<file path="src/rtl/pipe_hazard_ctrl.sv">
// pipe_hazard_ctrl: stall/flush sequencer for IF/ID and ID/EX latches (load-use, redirect, MEM wait).
// Optional perf counters enabled by defining PIPE_HAZARD_PERF_EN.
module pipe_hazard_ctrl #(
  parameter int MEM_TIMEOUT = 64,
  parameter int CNT_W       = 32
) (
  input  logic             clk,
  input  logic             reset,
  input  logic [4:0]       id_rs1,
  input  logic [4:0]       id_rs2,
  input  logic             id_use_rs1,
  input  logic             id_use_rs2,
  input  logic [4:0]       ex_rd,
  input  logic [1:0]       ex_mem_op,
  input  logic             ex_redirect,
  input  logic             mem_req,
  input  logic             mem_ready,
  output logic             pc_hold,
  output logic             ifid_stall,
  output logic             ifid_flush,
  output logic             idex_stall,
  output logic             idex_flush,
  output logic             exmem_stall,
  output logic             mem_err,
  output logic [CNT_W-1:0] stall_cnt,
  output logic [CNT_W-1:0] flush_cnt
);
  localparam int WW = $clog2(MEM_TIMEOUT + 1);
  localparam logic [WW-1:0] TMO = WW'(MEM_TIMEOUT);
  typedef enum logic {RUN, MEM_WAIT} state_t;
  state_t        state_q, state_d;
  logic [WW-1:0] wait_q, wait_d;
  logic          mem_err_q, mem_err_d;
  logic          freeze, load_use;
  always_comb begin
    load_use = ex_mem_op == 2'b01 && ex_rd != 5'd0 &&
               ((id_use_rs1 && id_rs1 == ex_rd) || (id_use_rs2 && id_rs2 == ex_rd));
    freeze = state_q == RUN ? mem_req && !mem_ready : !mem_ready;
    pc_hold = 1'b0;
    ifid_stall = 1'b0;
    ifid_flush = 1'b0;
    idex_stall = 1'b0;
    idex_flush = 1'b0;
    exmem_stall = 1'b0;
    if (!reset) begin
      pc_hold = 1'b1;
      ifid_flush = 1'b1;
      idex_flush = 1'b1;
    end else if (freeze) begin
      pc_hold = 1'b1;
      ifid_stall = 1'b1;
      idex_stall = 1'b1;
      exmem_stall = 1'b1;
    end else if (ex_redirect) begin
      ifid_flush = 1'b1;
      idex_flush = 1'b1;
    end else if (load_use) begin
      pc_hold = 1'b1;
      ifid_stall = 1'b1;
      idex_flush = 1'b1;
    end
    state_d = freeze ? MEM_WAIT : RUN;
    // only cycles still waiting count toward the timeout; the completing cycle does not
    wait_d = state_q == RUN ? '0 : (!mem_ready && wait_q != TMO) ? wait_q + WW'(1) : wait_q;
    mem_err_d = mem_err_q || (state_q == MEM_WAIT && wait_d == TMO);
  end
  always_ff @(posedge clk or negedge reset) begin
    if (!reset) begin
      state_q <= RUN;
      wait_q <= '0;
      mem_err_q <= 1'b0;
    end else begin
      state_q <= state_d;
      wait_q <= wait_d;
      mem_err_q <= mem_err_d;
    end
  end
  assign mem_err = mem_err_q;
`ifdef PIPE_HAZARD_PERF_EN
  logic [CNT_W-1:0] stall_q, stall_d, flush_q, flush_d;
  logic             redir;
  assign redir = !freeze && ex_redirect;
  always_comb begin
    stall_d = stall_q + CNT_W'(pc_hold);
    flush_d = flush_q + CNT_W'(redir);
  end
  always_ff @(posedge clk or negedge reset) begin
    if (!reset) begin
      stall_q <= '0;
      flush_q <= '0;
    end else begin
      stall_q <= stall_d;
      flush_q <= flush_d;
    end
  end
  assign stall_cnt = stall_q;
  assign flush_cnt = flush_q;
`else
  assign stall_cnt = '0;
  assign flush_cnt = '0;
`endif
endmodule

</file>
<file path="config.mk">
export PLATFORM = sky130hd
export DESIGN_NAME = pipe_hazard_ctrl
export DESIGN_NICKNAME = d
export VERILOG_FILES = /design/src/rtl/pipe_hazard_ctrl.sv
export SDC_FILE = /design/constraint.sdc
export NUM_CORES = 1
export LEC_CHECK = 0
export CORE_MARGIN = 3
export CORE_UTILIZATION = 25
export DETAILED_ROUTE_END_ITERATION = 10
export MAX_ROUTING_LAYER = met4
export RECOVER_POWER = 50
export SYNTH_ARGS = -nofsm -noshare
export SYNTH_HDL_FRONTEND = slang
export SYNTH_SLANG_ARGS = --single-unit
export TNS_END_PERCENT = 5
</file>
<file path="constraint.sdc">
create_clock -name clk -period 5.3 [get_ports clk]
set_input_delay 1.06 -clock clk [delete_from_list [all_inputs] [get_ports clk]]
set_output_delay 1.06 -clock clk [all_outputs]
set_load 0.005 [all_outputs]
</file>
==> results.txt <==
Outcome -> finished, final reports clean
Hold WS -> 0.470 ns
Crit-path slowest cell -> clkdlybuf4s50_1
Period utilization -> 0.766
Util after Layout -> 0.295
RSZ-0062 raised after global routing -> no
Most frequent cells in the layout -> conb_1 (64), clkdlybuf4s50_1 (28), xor2_1 (10)
Ys async rst share -> 1.00
Post-route ant nets -> 0
Slew @ Worst Pin -> 0.525 ns
Die area -> 0.00587 mm^2
Syn Inst Count -> 149
Non-Filler Instances -> 247
Seq/Total Area, Yosys -> 0.181
DRT Pass-1 Iters -> 4
Relative slew slack -> 0.649
Crit path top cell by count -> clkdlybuf4s50_1
Postcts setup bufs -> 0
Vias per cell -> 3.45
Pin count of the biggest net entering global routing -> 14
Cts repair resizes -> 0
Post-CTS Hold Fix Bufs -> 0
Number of global-route vias before repair -> 688
FF+latch count, synth -> 9
Setup CP Type -> primary input to output port
EDFF count, synth -> 0
Leakage -> 0.669 nW
Placed Cells -> 243
Dpl hpwl -> 1960 um
Final Critical Period -> 4.06 ns
Synth-to-layout area growth -> 13.5%
Initial DRC Count -> 45
Core Rows -> 25
PwrDens -> 151 mW/mm^2
Worst EP arrival -> 3.00 ns
Total Neg Setup Slack -> 0 ns
Clk slew on worst S/H paths -> 0.05 ns
CTS max path bufs -> 2
Port-buffer cells -> 30
Routed WL per cell -> 9.19 um
Routability-driven placement congestion ratio -> 0.808
H-tree Lvls -> 1
Via count -> 851
Final WL -> 2270 um
First-pass GRT wire length -> 3140 um
Synth area leader -> buf_4
Crit Path Max Fanout -> 3
Commonest non-fill, non-tap cell in the layout -> conb_1
Clk_lat worst skew -> 0.23 ns
# Max-Cap Violations -> 0
Top post-synthesis cells by area -> buf_4 (39%), dfrtp_1 (18%), xor2_1 (7.0%)
CTS sink cnt -> 9
CP Cell Sequence -> clkdlybuf4s50_1 -> xor2_1 -> nor4_1 -> a32oi_1 -> o31ai_1 -> clkdlybuf4s50_1
Total grt overflow -> 0
WP data required -> 4.24 ns
Share of layout cells above drive strength 1 -> 0.0444
Type of the worst min-delay path -> register to register
CTS tree -> yes
Fmax -> 246 MHz
Core Area -> 0.00479 mm^2
Syn Area/Cell -> 8.36 um^2
Die Span X -> 76.6 um
Height of the die -> 76.6 um
Cell area after synthesis -> 0.00125 mm^2
Clock Tree Root -> clkbuf_8
Critical path launch point type -> primary input
Num CTS Buffers -> 3
R2R Setup Slk -> 3.42 ns
Final setup vio count -> 0
Antenna diodes -> 0
Worst Skew -> 0.00265 ns
Synth cell types -> 34
Initial core utilization -> 0.260
Ys Warns -> 0
CP endpoint kind -> output port
Global-route usage over all layers -> 0.0683
Share of the synthesized area in the top cell type -> 0.392
Post-layout nets -> 207
IO Count -> 95
IR drop worst, VDD -> 0.0890 mV
DRC viols -> 0
Slew Viols, Final -> 0
Fin. Hold Viols -> 0
Synth Flop Type -> dfrtp_1
Max incr delay on CP -> 0.56 ns
Initial antenna violation count -> 0
layout make-up:
cell class / instances / area, um^2
clock inverter: 1 / 5.00
fill: 531 / 3370
inverter: 8 / 30.0
multi-input combinational: 129 / 728
clock buffer: 3 / 41.3
timing repair buffer: 30 / 300
sequential: 9 / 225
tap: 67 / 83.8
registers in the layout (all words and copies together), names as in the netlist:
signal   count
wait_q       7
state_q      1
mem_err      1
cell families (layout without fill, tap and decap cells):
kind of cell / count (synthesis) / in the layout / share of synthesized area
fa+ha+maj: 2 / 2 / 0.0201
mux: 2 / 2 / 0.0161
flops: 9 / 9 / 0.181
other cells: 1 / 64 / 0.00301
simple gates: 31 / 31 / 0.136
xor+xnor: 15 / 15 / 0.105
buf+inv: 74 / 42 / 0.420
compound gates: 15 / 15 / 0.119
metal layers:
| metal | wire [um] | share of wire | up-vias | track usage |
|---|---|---|---|---|
| met5 | 0 | 0 | - | - |
| met4 | 34 | 0.015 | 0 | 0.0181 |
| met3 | 268 | 0.12 | 4 | 0.0366 |
| met2 | 1150 | 0.51 | 46 | 0.112 |
| met1 | 818 | 0.36 | 379 | 0.0720 |
| li1 | - | - | 422 | - |
critical path, delay by kind of cell:
| kind | cells | cell delay, ns |
|---|---|---|
| buffers and inverters | 2 | 1.05 |
| XOR/XNOR | 1 | 0.19 |
| AND/OR/NAND/NOR | 1 | 0.28 |
| AO/OA/AOI/OAI | 2 | 0.43 |
power breakdown:
group / internal (mW) / switching (mW)
registers: 0.0703 / 0.00184
clock network: 0.0513 / 0.0283
logic: 0.0301 / 0.0311
Yosys cell counts, types with 2 or more instances:
master,n
a21oi_1,2
and4b_1,2
buf_4,65
dfrtp_1,9
ha_1,2
inv_1,8
mux2i_1,2
nand2_1,7
nand2b_1,2
nand3_1,2
nor2_1,7
nor3_1,2
nor4_1,2
nor4b_1,2
o21ai_0,2
o21bai_1,2
xnor2_1,5
xor2_1,10
stage by stage:
step | area, um^2 | power [mW] | setup slack [ns]
global route | 1410 | 0.227 | 1.09
detailed placement | 1370 | 0.134 | 1.25
global placement | 1370 | 0.134 | 1.24
floorplan | 1480 | 0.138 | 2.35
finish | 1410 | 0.213 | 1.24
CTS | 1420 | 0.215 | 1.25
path summary, 6_finish.rpt:
kind	end	start	depth (start not counted)
setup reg to reg	mem_err$_DFF_PN0_	wait_q[0]$_DFF_PN0_	6
min in group asynchronous	state_q$_DFF_PN0_	reset	1
setup / recovery	ifid_stall	ex_rd[1]	6
max in group asynchronous	wait_q[3]$_DFF_PN0_	reset	1
hold reg to reg	mem_err$_DFF_PN0_	mem_err$_DFF_PN0_	2
hold / removal	mem_err$_DFF_PN0_	mem_err$_DFF_PN0_	2
No activity file was read; power rests on OpenSTA's default activity.
